[src/rtl/tpu_seq_pkg.sv]
// Shared types and constants for the TPU job sequencer.
package tpu_seq_pkg;

    typedef enum logic [2:0] {
        IDLE   = 3'd0,
        WLOAD  = 3'd1,
        RELOAD = 3'd2,
        STREAM = 3'd3,
        DRAIN  = 3'd4,
        DONE   = 3'd5
    } seq_state_e;

    localparam int PERF_W = 32;
    localparam logic [PERF_W-1:0] PERF_ONE = 32'd1;

endpackage

[src/rtl/tpu_seq_delay_line.sv]
// 1-bit shift register that aligns UB read strobes with the results SRAM write strobe.
module tpu_seq_delay_line #(
    parameter int DEPTH = 17
) (
    input  logic clk,
    input  logic rst,
    input  logic din,
    output logic dout
);

    generate
        if (DEPTH == 1) begin : g_single
            logic stage_r;

            // Single-stage delay.
            always_ff @(posedge clk) begin
                if (rst) begin
                    stage_r <= 1'b0;
                end else begin
                    stage_r <= din;
                end
            end

            assign dout = stage_r;
        end else begin : g_multi
            logic [DEPTH-1:0] stage_r;

            // Multi-stage shift, oldest sample at the top bit.
            always_ff @(posedge clk) begin
                if (rst) begin
                    stage_r <= {DEPTH{1'b0}};
                end else begin
                    stage_r <= {stage_r[DEPTH-2:0], din};
                end
            end

            assign dout = stage_r[DEPTH-1];
        end
    endgenerate

endmodule

[src/rtl/tpu_seq_ctrl.sv]
// Job sequencer: weight pop, array reload, UB row streaming and latency-matched result writes.
// Optional perf counters (cycle_count, stall_count) are enabled by defining TPU_SEQ_PERF_EN.
module tpu_seq_ctrl
    import tpu_seq_pkg::*;
#(
    parameter int ADDRESSSIZE = 10,
    parameter int TILE_BW     = 8,
    parameter int RESULT_LAT  = 17
) (
    input  logic                   clk,
    input  logic                   rst,
    input  logic                   start,
    input  logic [ADDRESSSIZE-1:0] num_rows,
    input  logic [TILE_BW-1:0]     num_tiles,
    input  logic [ADDRESSSIZE-1:0] ub_base,
    input  logic [ADDRESSSIZE-1:0] res_base,
    input  logic                   fifo_empty,
    output logic                   fifo_rd_en,
    output logic                   we_rl,
    output logic                   ub_rd_en,
    output logic [ADDRESSSIZE-1:0] ub_addr,
    output logic                   res_wr_en,
    output logic [ADDRESSSIZE-1:0] res_addr,
    output logic [TILE_BW-1:0]     tile_idx,
    output logic                   busy,
`ifdef TPU_SEQ_PERF_EN
    output logic                   done,
    output logic [PERF_W-1:0]      cycle_count,
    output logic [PERF_W-1:0]      stall_count
`else
    output logic                   done
`endif
);

    localparam int PW = ADDRESSSIZE + 1;
    localparam logic [ADDRESSSIZE-1:0] ADDR_ZERO = {ADDRESSSIZE{1'b0}};
    localparam logic [ADDRESSSIZE-1:0] ADDR_ONE  = {{(ADDRESSSIZE-1){1'b0}}, 1'b1};
    localparam logic [TILE_BW-1:0]     TILE_ZERO = {TILE_BW{1'b0}};
    localparam logic [TILE_BW-1:0]     TILE_ONE  = {{(TILE_BW-1){1'b0}}, 1'b1};
    localparam logic [PW-1:0]          PEND_ZERO = {PW{1'b0}};
    localparam logic [PW-1:0]          PEND_ONE  = {{(PW-1){1'b0}}, 1'b1};

    seq_state_e             state_r;
    logic [ADDRESSSIZE-1:0] num_rows_r;
    logic [ADDRESSSIZE-1:0] rows_left_r;
    logic [ADDRESSSIZE-1:0] ub_addr_r;
    logic [ADDRESSSIZE-1:0] res_addr_r;
    logic [TILE_BW-1:0]     num_tiles_r;
    logic [TILE_BW-1:0]     tile_idx_r;
    logic [PW-1:0]          pend_r;
    logic [PW-1:0]          pend_next_s;
    logic                   fifo_rd_en_r;
    logic                   we_rl_r;
    logic                   ub_rd_en_r;
    logic                   busy_r;
    logic                   done_r;
    logic                   res_wr_en_s;
    logic                   accept_s;
    logic                   last_tile_s;

    assign accept_s    = (state_r == IDLE) && start &&
                         (num_rows != ADDR_ZERO) && (num_tiles != TILE_ZERO);
    assign last_tile_s = (tile_idx_r == (num_tiles_r - TILE_ONE));

    tpu_seq_delay_line #(
        .DEPTH (RESULT_LAT)
    ) u_delay (
        .clk  (clk),
        .rst  (rst),
        .din  (ub_rd_en_r),
        .dout (res_wr_en_s)
    );

    // Next value of the in-flight write count; DRAIN exits on the edge it reaches zero.
    always_comb begin
        pend_next_s = pend_r;
        case ({ub_rd_en_r, res_wr_en_s})
            2'b10:   pend_next_s = pend_r + PEND_ONE;
            2'b01:   pend_next_s = pend_r - PEND_ONE;
            default: pend_next_s = pend_r;
        endcase
    end

    // Sequencer FSM with registered strobes and address counters.
    always_ff @(posedge clk) begin
        if (rst) begin
            state_r      <= IDLE;
            num_rows_r   <= ADDR_ZERO;
            rows_left_r  <= ADDR_ZERO;
            ub_addr_r    <= ADDR_ZERO;
            res_addr_r   <= ADDR_ZERO;
            num_tiles_r  <= TILE_ZERO;
            tile_idx_r   <= TILE_ZERO;
            pend_r       <= PEND_ZERO;
            fifo_rd_en_r <= 1'b0;
            we_rl_r      <= 1'b0;
            ub_rd_en_r   <= 1'b0;
            busy_r       <= 1'b0;
            done_r       <= 1'b0;
        end else begin
            pend_r <= pend_next_s;
            // Both address counters advance once per strobe, so tiles chain without a multiplier.
            if (ub_rd_en_r) begin
                ub_addr_r <= ub_addr_r + ADDR_ONE;
            end
            if (res_wr_en_s) begin
                res_addr_r <= res_addr_r + ADDR_ONE;
            end

            case (state_r)
                IDLE: begin
                    fifo_rd_en_r <= 1'b0;
                    we_rl_r      <= 1'b0;
                    ub_rd_en_r   <= 1'b0;
                    done_r       <= 1'b0;
                    if (accept_s) begin
                        state_r      <= WLOAD;
                        busy_r       <= 1'b1;
                        num_rows_r   <= num_rows;
                        num_tiles_r  <= num_tiles;
                        ub_addr_r    <= ub_base;
                        res_addr_r   <= res_base;
                        tile_idx_r   <= TILE_ZERO;
                        fifo_rd_en_r <= ~fifo_empty;
                    end
                end
                WLOAD: begin
                    if (fifo_rd_en_r) begin
                        fifo_rd_en_r <= 1'b0;
                        we_rl_r      <= 1'b1;
                        state_r      <= RELOAD;
                    end else begin
                        fifo_rd_en_r <= ~fifo_empty;
                    end
                end
                RELOAD: begin
                    we_rl_r     <= 1'b0;
                    ub_rd_en_r  <= 1'b1;
                    rows_left_r <= num_rows_r;
                    state_r     <= STREAM;
                end
                STREAM: begin
                    rows_left_r <= rows_left_r - ADDR_ONE;
                    if (rows_left_r == ADDR_ONE) begin
                        ub_rd_en_r <= 1'b0;
                        state_r    <= DRAIN;
                    end
                end
                DRAIN: begin
                    if (pend_next_s == PEND_ZERO) begin
                        if (last_tile_s) begin
                            done_r  <= 1'b1;
                            state_r <= DONE;
                        end else begin
                            tile_idx_r   <= tile_idx_r + TILE_ONE;
                            fifo_rd_en_r <= ~fifo_empty;
                            state_r      <= WLOAD;
                        end
                    end
                end
                DONE: begin
                    done_r  <= 1'b0;
                    busy_r  <= 1'b0;
                    state_r <= IDLE;
                end
                default: begin
                    fifo_rd_en_r <= 1'b0;
                    we_rl_r      <= 1'b0;
                    ub_rd_en_r   <= 1'b0;
                    done_r       <= 1'b0;
                    busy_r       <= 1'b0;
                    state_r      <= IDLE;
                end
            endcase
        end
    end

    assign fifo_rd_en = fifo_rd_en_r;
    assign we_rl      = we_rl_r;
    assign ub_rd_en   = ub_rd_en_r;
    assign ub_addr    = ub_addr_r;
    assign res_wr_en  = res_wr_en_s;
    assign res_addr   = res_addr_r;
    assign tile_idx   = tile_idx_r;
    assign busy       = busy_r;
    assign done       = done_r;

`ifdef TPU_SEQ_PERF_EN
    logic [PERF_W-1:0] cycle_count_r;
    logic [PERF_W-1:0] stall_count_r;

    // Busy-cycle and weight-stall counters; a stall is a WLOAD cycle without a pop.
    always_ff @(posedge clk) begin
        if (rst) begin
            cycle_count_r <= {PERF_W{1'b0}};
            stall_count_r <= {PERF_W{1'b0}};
        end else if (accept_s) begin
            cycle_count_r <= {PERF_W{1'b0}};
            stall_count_r <= {PERF_W{1'b0}};
        end else begin
            if (busy_r) begin
                cycle_count_r <= cycle_count_r + PERF_ONE;
            end
            if ((state_r == WLOAD) && !fifo_rd_en_r) begin
                stall_count_r <= stall_count_r + PERF_ONE;
            end
        end
    end

    assign cycle_count = cycle_count_r;
    assign stall_count = stall_count_r;
`endif

endmodule
[config.mk]
export PLATFORM = sky130hd
export DESIGN_NAME = tpu_seq_ctrl
export DESIGN_NICKNAME = d
export VERILOG_FILES = /design/src/rtl/tpu_seq_pkg.sv /design/src/rtl/tpu_seq_delay_line.sv /design/src/rtl/tpu_seq_ctrl.sv
export SDC_FILE = /design/constraint.sdc
export NUM_CORES = 1
export LEC_CHECK = 0
export ABC_CLOCK_PERIOD_IN_PS = 4500
export BUFFER_PORTS_ARGS = -buffer_cell sky130_fd_sc_hd__buf_4
export CAP_MARGIN = 20
export CELL_PAD_IN_SITES_DETAIL_PLACEMENT = 1
export CELL_PAD_IN_SITES_GLOBAL_PLACEMENT = 1
export CORE_UTILIZATION = 43
export CTS_CLUSTER_DIAMETER = 100
export DETAILED_ROUTE_END_ITERATION = 10
export GPL_ROUTABILITY_DRIVEN = 0
export PLACE_DENSITY = 0.89
export SLEW_MARGIN = 40
export SYNTH_ARGS = -nofsm -noshare
export SYNTH_HDL_FRONTEND = slang
export SYNTH_HIERARCHICAL = 1
export SYNTH_SLANG_ARGS = --single-unit
[constraint.sdc]
create_clock -name clk -period 4.5 [get_ports clk]
set_input_delay 0 -clock clk [delete_from_list [all_inputs] [get_ports clk]]
set_output_delay 0 -clock clk [all_outputs]
set_load 0.01 [all_outputs]
### Yosys cells after proc, flatten, opt, wreduce, memory -nomap -nowiden

Index checks and enable logic that the tools add are counted.
W data, S select, Z words.

* memory bits (read-only): 0
* memories: 0
* latch bits: 0
* logic and storage cells: 96
* RAM bits: 0
* output and inout port bits: 34
* register bits: 92

* reduce and logical (&&, ||, !) cells: 22
* muxes and demuxes: 32
* shift operators: 0
* bitwise gates (word level): 6
* div/mod/pow operators: 0
* equal/unequal tests: 15
* $add $sub $neg: 7
* $lt $le $gt $ge: 0
* multiply operators: 0

Operators by type and width (count)
* $mux W10: 6
* $mux W8: 3
* $pmux W11 S2: 1
* $add A10 B1 Y10 const B: 2
* $pmux W10 S2: 1
* $pmux W8 S2: 1
* $mux W3: 5
* $pmux W3 S5: 1
* $ne A2 B2 Y1 const B: 6
* $reduce_or A3 Y1: 4
* $add A11 B1 Y11 const B: 1
* $logic_not A11 Y1: 1
* $sub A11 B1 Y11 const B: 1
* $eq A10 B1 Y1 const B: 1
* $reduce_bool A10 Y1: 1
* $sub A10 B1 Y10 const B: 1
* $mux W1: 9
* $add A8 B1 Y8 const B: 1
* $eq A8 B8 Y1: 1
* $reduce_and A2 Y1: 4
* $reduce_and A4 Y1: 2
* $reduce_bool A8 Y1: 1
* $sub A8 B1 Y8 const B: 1
* $eq A3 B2 Y1 const B: 2
* 13 further kinds: 25

### Longest topological paths before layout

Gate-level depths: netlist of the first run.

* depth after elaboration: 6
* depth in mapped cells: 17

### Hierarchy

Netlist of the first run, hierarchy kept.

By module, submodules not included
* tpu_seq_ctrl: instances 1, cells each 587, sequential area each 1501.4 um2, area an instance 4657.0 um2
* tpu_seq_delay_line: instances 1, cells each 35, sequential area each 340.3 um2, area an instance 475.5 um2

### Least setup slack after synthesis of the first run

No wires, ideal clock.

* path kind: reg-to-reg
* from: reg ub_rd_en_r, in the netlist ub_rd_en
* to: reg fifo_rd_en_r, in the netlist fifo_rd_en
* stages on the path, launching flop included: 18
* buffers on the path: 5
* arrival: 3.643 ns
* path slack: 0.719 ns
* required time: 4.362 ns
* cell sequence: dfxtp_1 clkbuf_1 inv_1 ha_1 buf_4 buf_2 buf_2 xor2_1 ha_1 nand4bb_1 nand4_2 and4b_1 a211oi_1 nand3_1 or4_4 buf_2 o41ai_1 o211ai_1

* cells in the longest elaborated chain, start to end: 5
* elaborated cells between the ends (all ways): 6

RTL lines
* start, declared: RTL line tpu_seq_ctrl.sv:54 `logic ub_rd_en_r;`
* start signal, assigned: RTL line tpu_seq_ctrl.sv:97 `ub_rd_en_r <= 1'b0;`
* start signal, assigned: RTL line tpu_seq_ctrl.sv:114 `ub_rd_en_r <= 1'b0;`
* start signal, assigned: RTL line tpu_seq_ctrl.sv:138 `ub_rd_en_r <= 1'b1;`
* $eq A2 B1 Y1 or $eq A2 B2 Y1 (tied branches): RTL line tpu_seq_ctrl.sv:77 `case ({ub_rd_en_r, res_wr_en_s})`
* $pmux W11 S2 *: RTL line tpu_seq_ctrl.sv:77
* $logic_not A11 Y1 *: RTL line tpu_seq_ctrl.sv:150 `if (pend_next_s == PEND_ZERO) begin`
* $ne A2 B2 Y1 (no line) *
* $reduce_and A3 Y1 (no line) *
* end signal, assigned: RTL line tpu_seq_ctrl.sv:124 `fifo_rd_en_r <= ~fifo_empty;`
* end signal, assigned: RTL line tpu_seq_ctrl.sv:133 `fifo_rd_en_r <= ~fifo_empty;`
* end signal, assigned: RTL line tpu_seq_ctrl.sv:156 `fifo_rd_en_r <= ~fifo_empty;`
* end, declared: RTL line tpu_seq_ctrl.sv:52 `logic fifo_rd_en_r;`

Every way passes the cells marked *; elsewhere a longest branch is shown, timed or not.
A chain may end at the register's enable or synchronous reset.

### Worst setup path after layout of the first run

Ends and elaborated chain as after synthesis.

==> results of run 1 <==
## layout make-up
cell class / count / area (µm²) / share of cell area
clock buffers: 12 / 246 / 0.0384
clock inverters: 2 / 60.1 / 0.00935
inverters: 14 / 52.6 / 0.00818
multi-input cells: 473 / 3060 / 0.476
flip-flops and latches: 92 / 1840 / 0.287
well taps: 143 / 179 / 0.0279
repair buffers: 118 / 985 / 0.153
## worst max path at each step
stage	start	to	slack [ns]	cells after the start
after global routing	ub_rd_en	fifo_rd_en	0.13	12
after CTS	ub_rd_en	fifo_rd_en	0.34	12
after floorplan	ub_rd_en	fifo_rd_en	0.72	17
after global placement	ub_rd_en	fifo_rd_en	0.80	12
after detailed placement	ub_rd_en	fifo_rd_en	0.54	12
final	ub_rd_en	fifo_rd_en	0.43	12
## synthesized netlist by cell type, types with 3 or more instances
cell type	instances	share of area
dfxtp_1	92	0.36
nor2_1	81	0.059
nand2_1	41	0.030
clkbuf_1	27	0.020
a21oi_1	26	0.025
mux2i_1	25	0.049
a211oi_1	24	0.035
nand3_1	21	0.020
o21ai_0	19	0.019
xor2_1	18	0.031
nor2b_1	17	0.021
xnor2_1	17	0.029
and3_1	16	0.020
nor3_1	14	0.014
o211ai_1	14	0.020
nor4_1	13	0.016
inv_1	12	0.0088
buf_2	10	0.0098
ha_1	9	0.022
nand4_1	9	0.011
a22oi_1	8	0.012
nand2b_1	8	0.0098
and2b_2	7	0.012
a31oi_1	5	0.0061
and2_1	5	0.0061
nand3b_1	5	0.0073
a221o_1	4	0.0078
and4b_1	4	0.0078
nor4b_1	4	0.0068
o21a_1	4	0.0059
a2111oi_0	3	0.0051
a311oi_1	3	0.0051
buf_1	3	0.0022
nand4b_1	3	0.0051
nor3b_1	3	0.0044
o22ai_1	3	0.0037
o31a_1	3	0.0051
o31ai_1	3	0.0044
or4_1	3	0.0044
## kinds of logic (layout without fill, tap and decap cells)
group / Yosys count / count (layout) / share of synthesized area
simple gates: 264 / 264 / 0.272
compound gates: 139 / 139 / 0.189
flops: 92 / 92 / 0.359
buf+inv: 57 / 146 / 0.0478
xor+xnor: 35 / 35 / 0.0597
mux: 26 / 26 / 0.0510
fa+ha+maj: 9 / 9 / 0.0219
## metrics by stage
stage	cell area, µm²	power, mW	worst slack [ns]	utilization
2_1_floorplan	5130	1.53	0.719	-
3_3_place_gp	5720	1.73	0.799	0.497
3_5_place_dp	5720	1.78	0.540	0.497
6_report	6420	2.64	0.435	0.558
5_1_grt	6420	2.77	0.131	0.558
4_1_cts	6410	2.62	0.339	0.556
## state kept, by name, summed over array words and instances (netlist names)
name	flops
done	1
ub_addr	10
busy	1
rows_left_r	10
num_rows_r	10
state_r	3
pend_r	11
res_addr	10
ub_rd_en	1
u_delay/g_multi.stage_r	17
fifo_rd_en	1
we_rl	1
tile_idx	8
num_tiles_r	8
## what timing repair did
| action | CTS | global route |
|---|---|---|
| hold buffers | 38 | 0 |
| hold endpoints to repair | 38 | 0 |
| gates resized for setup | 0 | 1 |
| setup endpoints to repair | 0 | 3 |
## where the power goes
group          total, mW  leakage (nW)  switching [mW]  internal (mW)
logic              0.768          1.69           0.425          0.343
registers           1.07         0.750           0.152          0.913
clock network      0.808         0.149           0.311          0.497
total               2.64          2.59           0.888           1.75
## per-layer routing
layer,routed length [µm],global-route usage,up-vias
li1,-,-,2426
met1,6730,0.309,2530
met2,8330,0.488,151
met3,799,0.0569,30
met4,322,0.0874,0
met5,0,0,-
## critical path, cell delays in order, from the launching register on
cell       delay, ns
dfxtp_1         0.53
inv_1           0.14
ha_1            0.43
xor2_1          0.24
ha_1            0.27
nand4bb_1       0.17
nand4_2         0.24
nand2_1         0.13
a311oi_1        0.49
nand3_1         0.14
or4_4           0.54
or4_1           0.45
o211ai_1        0.20
==> flow_metrics.py, run 1 <==
metrics = {
    "critical_path": {
        "r2r-start": "ub_rd_en",
        "cp-end-kind": "register",
        "reg2reg_depth": 12,
        "arrival_ns": 4.33,
        "rrSetupSlack_ns": 0.43,
        "crit_path_start_kind": "register",
        "cp.required_ns": 4.77,
        "critPathKind": "reg -> reg",
        "r2r_end": "fifo_rd_en",
        "worst-path-max-fanout": 15,
    },
    "detailed_routing": {
        "routedWlPerCell_um": 18.9,
        "via_count": 5137,
        "ant_nets": 0,
        "vias_per_cell": 6.02,
        "dr.pass1.iters": 8,
        "drt_iter0_drc": 454,
        "routed_wl_mm": 16.2,
        "post-route-drc-count": 4,
    },
    "worst_hold_path": {
        "min_to": "fifo_rd_en",
        "hold_class": "in -> reg",
        "hold_depth": 4,
        "hp-start": "fifo_empty",
    },
    "sta": {
        "tns_ns": 0,
        "grt_setup_unrepaired": "false",
        "slew_headroom": 0.467,
        "fin_worst_skew_ns": 0.0102,
        "hold_viol": 0,
        "fmax_ghz": 0.246,
        "fin_crit_ns": 4.07,
        "slew_viol_final": 0,
        "holdWs_ns": 0.0279,
        "tightest_slew_ns": 0.797,
        "fin_crit_sh": 0.903,
        "finalSetupViolations": 0,
    },
    "cts": {
        "cts_root_buf": "clkbuf_16",
        "h-tree-depth": 3,
        "cts_buffers": 9,
        "cts.sinks": 92,
        "clk_pin_slew_ns": 0.07,
        "post-cts-setup-buffers": 0,
        "cts_tree": "done",
        "clkLatencyLatePin_ns": 0.34,
        "ctsLongestPathBuffers": 2,
    },
    "synthesis": {
        "synth_area_mm2": 0.00513,
        "synth_cell_types": 66,
        "netlist_instances": 622,
        "syn_avg_cell_area_um2": 8.25,
        "synth_nets": 673,
        "postSynth.asyncResetShare": 0,
        "yosysSeqAreaShare": 0.359,
        "synth_edf_count": 0,
        "ys.flop_type": "dfxtp_1",
        "yosys_warnings": 6,
        "synth.ff_latch_count": 92,
    },
    "die": {
        "rows": 39,
        "core_mm2": 0.0115,
        "dieArea_mm2": 0.0124,
        "start_util": 0.446,
        "die_h_um": 111,
        "io_pins": 76,
        "die_x_um": 111,
    },
    "global_route": {
        "grt_max_degree": 91,
        "grt_pass1_wl_mm": 27.1,
        "track_usage": 0.267,
        "gr-total-overflow": 0,
        "grt_pass1_vias": 5426,
        "antenna_found_initial": 0,
    },
    "layout": {
        "layout-drive-gt1-share": 0.155,
        "layout_common_cells": "dfxtp_1 (91), nor2_1 (81), buf_4 (79), nand2_1 (41), dlygate4sd3_1 (38)",
        "n_fill_cell": 1356,
        "nets": 759,
        "diodes": 0,
        "area_growth_pct": 25.1,
        "layout_commonest_cell": "dfxtp_1",
        "fin_cells": 854,
    },
    "run_status": {
        "violations": "design-rule violations",
        "status": "finished, violations left",
    },
    "place": {
        "io_buffers": 75,
        "dp_hpwl_mm": 10.0,
        "post-place-cells": 802,
    },
    "power": {
        "leakage_nw": 2.59,
        "powerDensity_mw_per_mm2": 411,
        "ir_worst_vdd_uv": 223,
    },
    "run": {
        "drv_cap": 0,
    },
}
Note: power is estimated with default switching activity, not from simulation.
==> inputs of run 2 (changes only) <==
--- a/config.mk
+++ b/config.mk
@@ -10,5 +10,3 @@
 export CAP_MARGIN = 20
-export CELL_PAD_IN_SITES_DETAIL_PLACEMENT = 1
-export CELL_PAD_IN_SITES_GLOBAL_PLACEMENT = 1
-export CORE_UTILIZATION = 43
+export CORE_UTILIZATION = 50
 export CTS_CLUSTER_DIAMETER = 100
@@ -16,3 +14,3 @@
 export GPL_ROUTABILITY_DRIVEN = 0
-export PLACE_DENSITY = 0.89
+export PLACE_DENSITY = 0.8
 export SLEW_MARGIN = 40
==> constraint.sdc (replaced) <==
create_clock -name clk -period 4.5 [get_ports clk]
set_input_delay 0.225 -clock clk [delete_from_list [all_inputs] [get_ports clk]]
set_output_delay 0.225 -clock clk [all_outputs]
set_load 0.01 [all_outputs]
==> run 2 against run 1 <==
The run now ends clean. Hold slack improved by 0.077 ns. Global-route usage down 3.8 points. Clock skew shrank 0.0012 ns.
==> flow_metrics.py, run 2 (synthesis results as in run 1) <==
metrics = {
    "run_status": {
        "status": "completed",
    },
    "power": {
        "powerDensity_mw_per_mm2": 403,
        "p_seq_frac": 0.439,
        "p_int_mw": 1.57,
        "ir_worst_vdd_uv": 222,
        "leakage_nw": 2.40,
        "switching_share": 0.344,
        "pwr-share-clk": 0.271,
        "power.switching_uw": 825,
        "power_frac_comb": 0.290,
    },
    "detailed_routing": {
        "vias_per_cell": 5.94,
        "routedWlPerCell_um": 15.0,
        "routed_wl_mm": 12.1,
        "drt_iter0_drc": 406,
        "ant_nets": 0,
        "post-route-drc-count": 0,
        "via_count": 4797,
        "dr.pass1.iters": 5,
    },
    "critical_path": {
        "critPathKind": "reg -> reg",
        "arrival_ns": 4.14,
        "crit_path_start_kind": "register",
        "rrSetupSlack_ns": 0.64,
        "worst-path-max-fanout": 12,
        "cp.required_ns": 4.78,
        "cp-end-kind": "register",
    },
    "die": {
        "die_x_um": 103,
        "start_util": 0.520,
        "rows": 36,
        "die_h_um": 103,
        "dieArea_mm2": 0.0107,
        "io_pins": 76,
        "core_mm2": 0.00986,
    },
    "global_route": {
        "grt_pass1_wl_mm": 19.6,
        "gr-total-overflow": 0,
        "grt_pass1_vias": 4345,
        "track_usage": 0.230,
        "antenna_found_initial": 0,
        "grt_max_degree": 91,
    },
    "cts": {
        "h-tree-depth": 3,
        "clk_pin_slew_ns": 0.10,
        "cts_buffers": 9,
        "post-cts-setup-buffers": 0,
        "clkLatencyLatePin_ns": 0.35,
        "cts_root_buf": "clkbuf_8",
        "cts.sinks": 92,
        "cts_tree": "done",
        "postCtsHoldBufs": 0,
        "ctsResizeCount": 0,
        "ctsLongestPathBuffers": 2,
    },
    "layout": {
        "nets": 721,
        "layout_common_cells": "dfxtp_1 (91), nor2_1 (81), buf_4 (79), nand2_1 (41), a21oi_1 (26)",
        "top_register": "u_delay/g_multi.stage_r",
        "fin_cells": 808,
        "area_growth_pct": 16.0,
        "largest_reg_flops": 17,
        "n_fill_cell": 824,
        "layout_commonest_cell": "dfxtp_1",
        "diodes": 0,
        "top_regs": "u_delay/g_multi.stage_r x17, pend_r x11",
        "layout-drive-gt1-share": 0.166,
    },
    "place": {
        "post-place-cells": 792,
        "dp_hpwl_mm": 8.30,
        "io_buffers": 75,
    },
    "sta": {
        "tns_ns": 0,
        "fin_crit_ns": 3.86,
        "fmax_ghz": 0.259,
        "slew_headroom": 0.463,
        "slew_viol_final": 0,
        "tightest_slew_ns": 0.801,
        "grt_setup_unrepaired": "false",
        "fin_worst_skew_ns": 0.00897,
        "hold_viol": 0,
        "finalSetupViolations": 0,
        "fin_crit_sh": 0.857,
    },
    "run": {
        "drv_cap": 0,
    },
    "worst_hold_path": {
        "hold_class": "in -> reg",
    },
}
run 2: power by group through the flow:
stage               Clock, mW  Sequential, mW  Combinational, mW
floorplan                   0            1.03              0.506
global placement            0            1.06              0.665
detailed placement          0            1.06              0.689
CTS                     0.662            1.05              0.695
global route            0.694            1.07              0.770
finish                  0.649            1.05              0.696
run 2: metal layers:
layer,global-route usage,vias to the layer above,part of all wire
li1,-,2364,-
met1,0.293,2256,0.43
met2,0.372,159,0.48
met3,0.0612,18,0.068
met4,0.0878,0,0.014
met5,0,-,0
run 2: worst max-delay path, cell delays in order, from the launching register on:
cell and delay (ns):
dfxtp_1 0.52, inv_1 0.12, ha_1 0.33, xor2_1 0.20, ha_1 0.25, nand4bb_1 0.14
nand4_2 0.25, and4b_1 0.30, a211oi_1 0.39, nand3_1 0.13, or4_4 0.54, or4_1 0.44
o211ai_1 0.17
run 2: per-stage QoR:
| stage | setup slack, ns | utilization | area, µm² | total power [mW] | hold WS, ns |
|---|---|---|---|---|---|
| floorplan | 0.719 | - | 5130 | 1.53 | 0.369 |
| global placement | 0.917 | 0.579 | 5710 | 1.72 | 0.422 |
| detailed placement | 0.739 | 0.579 | 5710 | 1.75 | 0.425 |
| CTS | 0.681 | 0.603 | 5950 | 2.40 | 0.0978 |
| global route | 0.371 | 0.603 | 5950 | 2.53 | 0.112 |
| finish | 0.642 | 0.603 | 5950 | 2.40 | 0.105 |
run 2: final timing paths:
kind,from,end,depth (start not counted)
hold reg to reg,u_delay/g_multi.stage_r[8],u_delay/g_multi.stage_r[9],1
setup / recovery,ub_rd_en,fifo_rd_en,12
setup reg to reg,ub_rd_en,fifo_rd_en,12
hold / removal,num_rows[3],num_rows_r[3],3
run 2: area by class of cell:
cell class                      instances  area [µm²]  share of cell area
Multi-Input combinational cell        473        3050               0.512
Sequential cell                        92        1840               0.310
Timing Repair Buffer                   80         604               0.102
Tap cell                              133         166              0.0280
Clock buffer                           10         138              0.0231
Clock inverter                          6         103              0.0172
Inverter                               14        52.6             0.00883
==> inputs of run 3 (changes only) <==
==> constraint.sdc (replaced) <==
create_clock -name clk -period 4.5 [get_ports clk]
set_input_delay 1.125 -clock clk [delete_from_list [all_inputs] [get_ports clk]]
set_output_delay 1.125 -clock clk [all_outputs]
set_load 0.01 [all_outputs]
==> run 3 against run 2 <==
First-iteration DRC count shrank 19%. Critical endpoint unchanged. Worst setup slack gained 0.091 ns. Non-clock buffer count shrank 1. Sequential share of layout area grew 0.12 points. Die area is the same. Global-route usage grew 0.30 points. Clock power shrank 3%. Count of clock-buffer cells in the layout is the same. Flip-flop and latch count is the same. Sequential power is essentially flat. Hold slack gained 0.35 ns.
==> flow_metrics.py, run 3 (synthesis results as in run 1) <==
metrics = {
    "cts": {
        "cts.sinks": 92,
        "ctsLongestPathBuffers": 2,
        "clk_pin_slew_ns": 0.09,
        "postCtsHoldBufs": 0,
        "ctsResizeCount": 0,
        "h-tree-depth": 3,
        "cts_root_buf": "clkbuf_8",
        "clkLatencyLatePin_ns": 0.37,
        "post-cts-setup-buffers": 0,
        "cts_buffers": 9,
        "cts_tree": "done",
    },
    "power": {
        "power_frac_comb": 0.292,
        "power.switching_uw": 816,
        "p_seq_frac": 0.442,
        "ir_worst_vdd_uv": 268,
        "leakage_nw": 2.39,
        "p_total_mw": 2.38,
        "pwr-share-clk": 0.265,
        "p_int_mw": 1.56,
        "switching_share": 0.343,
        "powerDensity_mw_per_mm2": 401,
    },
    "layout": {
        "layout-drive-gt1-share": 0.165,
        "fin_cells": 806,
        "top_regs": "u_delay/g_multi.stage_r x17, pend_r x11",
        "layout_common_cells": "dfxtp_1 (91), nor2_1 (80), buf_4 (78), nand2_1 (41), a21oi_1 (26)",
        "multi_input_area_mm2": 0.00305,
        "n_fill_cell": 845,
        "area_growth_pct": 15.5,
        "seqCellArea_mm2": 0.00184,
        "top_register": "u_delay/g_multi.stage_r",
        "utilization": 0.601,
        "nets": 720,
        "diodes": 0,
        "largest_reg_flops": 17,
        "layout_commonest_cell": "dfxtp_1",
    },
    "detailed_routing": {
        "drt_iter0_drc": 327,
        "post-route-drc-count": 0,
        "routedWlPerCell_um": 15.0,
        "routed_wl_mm": 12.1,
        "via_count": 4736,
        "ant_nets": 0,
        "dr.pass1.iters": 6,
        "vias_per_cell": 5.88,
    },
    "run_status": {
        "status": "completed",
    },
    "sta": {
        "slew_viol_final": 0,
        "tightest_slew_ns": 0.678,
        "layout_setup_ws_ns": 0.733,
        "fmax_ghz": 0.265,
        "fin_crit_sh": 0.837,
        "fin_crit_ns": 3.77,
        "slew_headroom": 0.546,
        "finalSetupViolations": 0,
        "hold_viol": 0,
        "grt_setup_unrepaired": "false",
        "fin_worst_skew_ns": 0.0170,
        "tns_ns": 0,
    },
    "critical_path": {
        "cp-end-kind": "register",
        "arrival_ns": 4.05,
        "worst-path-max-fanout": 12,
        "critPathKind": "reg -> reg",
        "cp.required_ns": 4.79,
        "crit_path_start_kind": "register",
    },
    "worst_hold_path": {
        "hold_class": "reg -> reg",
    },
    "global_route": {
        "grt_pass1_wl_mm": 19.7,
        "antenna_found_initial": 0,
        "grt_pass1_vias": 4341,
        "gr-total-overflow": 0,
        "grt_max_degree": 91,
        "track_usage": 0.233,
    },
    "die": {
        "start_util": 0.520,
        "io_pins": 76,
        "dieArea_mm2": 0.0107,
        "die_h_um": 103,
        "rows": 36,
        "die_x_um": 103,
        "core_mm2": 0.00986,
    },
    "run": {
        "drv_cap": 0,
    },
    "place": {
        "io_buffers": 75,
        "pre_cts_slack_ns": 0.769,
        "post-place-cells": 791,
        "dp_hpwl_mm": 8.26,
    },
}
==> run 3: cell types whose count changed in the layout (fill, tap and decap cells not counted), sizes merged <==
cell      previous run  this run
inv                 16        14
buf                 80        79
clkinvlp             0         1
==> run 3: through the flow <==
stage / instance area [µm²] / hold slack [ns]
global route: 5930 / 0.465
finish: 5930 / 0.450
floorplan: 5130 / 0.414
global placement: 5700 / 0.424
CTS: 5920 / 0.453
detailed placement: 5700 / 0.423
==> run 3: path summary, 6_finish.rpt <==
check,startpoint,to,slack [ns],cells after the start
setup / recovery,ub_rd_en,fifo_rd_en,0.73,12
hold / removal,u_delay/g_multi.stage_r[6],u_delay/g_multi.stage_r[7],0.45,1
setup reg to reg,ub_rd_en,fifo_rd_en,0.73,12
hold reg to reg,u_delay/g_multi.stage_r[6],u_delay/g_multi.stage_r[7],0.45,1
==> run 3: layout make-up <==
| type | instances | share of cell area |
|---|---|---|
| Clock inverter | 5 | 0.0143 |
| Clock buffer | 10 | 0.0232 |
| Sequential cell | 92 | 0.311 |
| Timing Repair Buffer | 79 | 0.101 |
| Tap cell | 133 | 0.0281 |
| Multi-Input combinational cell | 473 | 0.514 |
| Inverter | 14 | 0.00886 |
==> run 3: routing by layer <==
layer / global-route usage / share of wire / wire length (µm)
met1: 0.296 / 0.45 / 5490
met2: 0.390 / 0.47 / 5670
met3: 0.0551 / 0.064 / 778
met4: 0.0758 / 0.012 / 139
met5: 0 / 0 / 0
==> run 3: worst max-delay path, stage by stage, from the launching register on <==
cell and delay [ns]:
dfxtp_1 0.51, inv_1 0.12, ha_1 0.33, xor2_1 0.20
ha_1 0.26, nand4bb_1 0.13, nand4_2 0.24, and4b_1 0.28
a211oi_1 0.37, nand3_1 0.13, or4_4 0.53, or4_1 0.43
o211ai_1 0.18
==> run 3: power by group through the flow <==
stage               Sequential (mW)  Clock [mW]  Combinational (mW)
finish                         1.05       0.631               0.695
detailed placement             1.06           0               0.688
global route                   1.07       0.680               0.772
floorplan                      1.03           0               0.506
CTS                            1.05       0.641               0.695
global placement               1.06           0               0.662
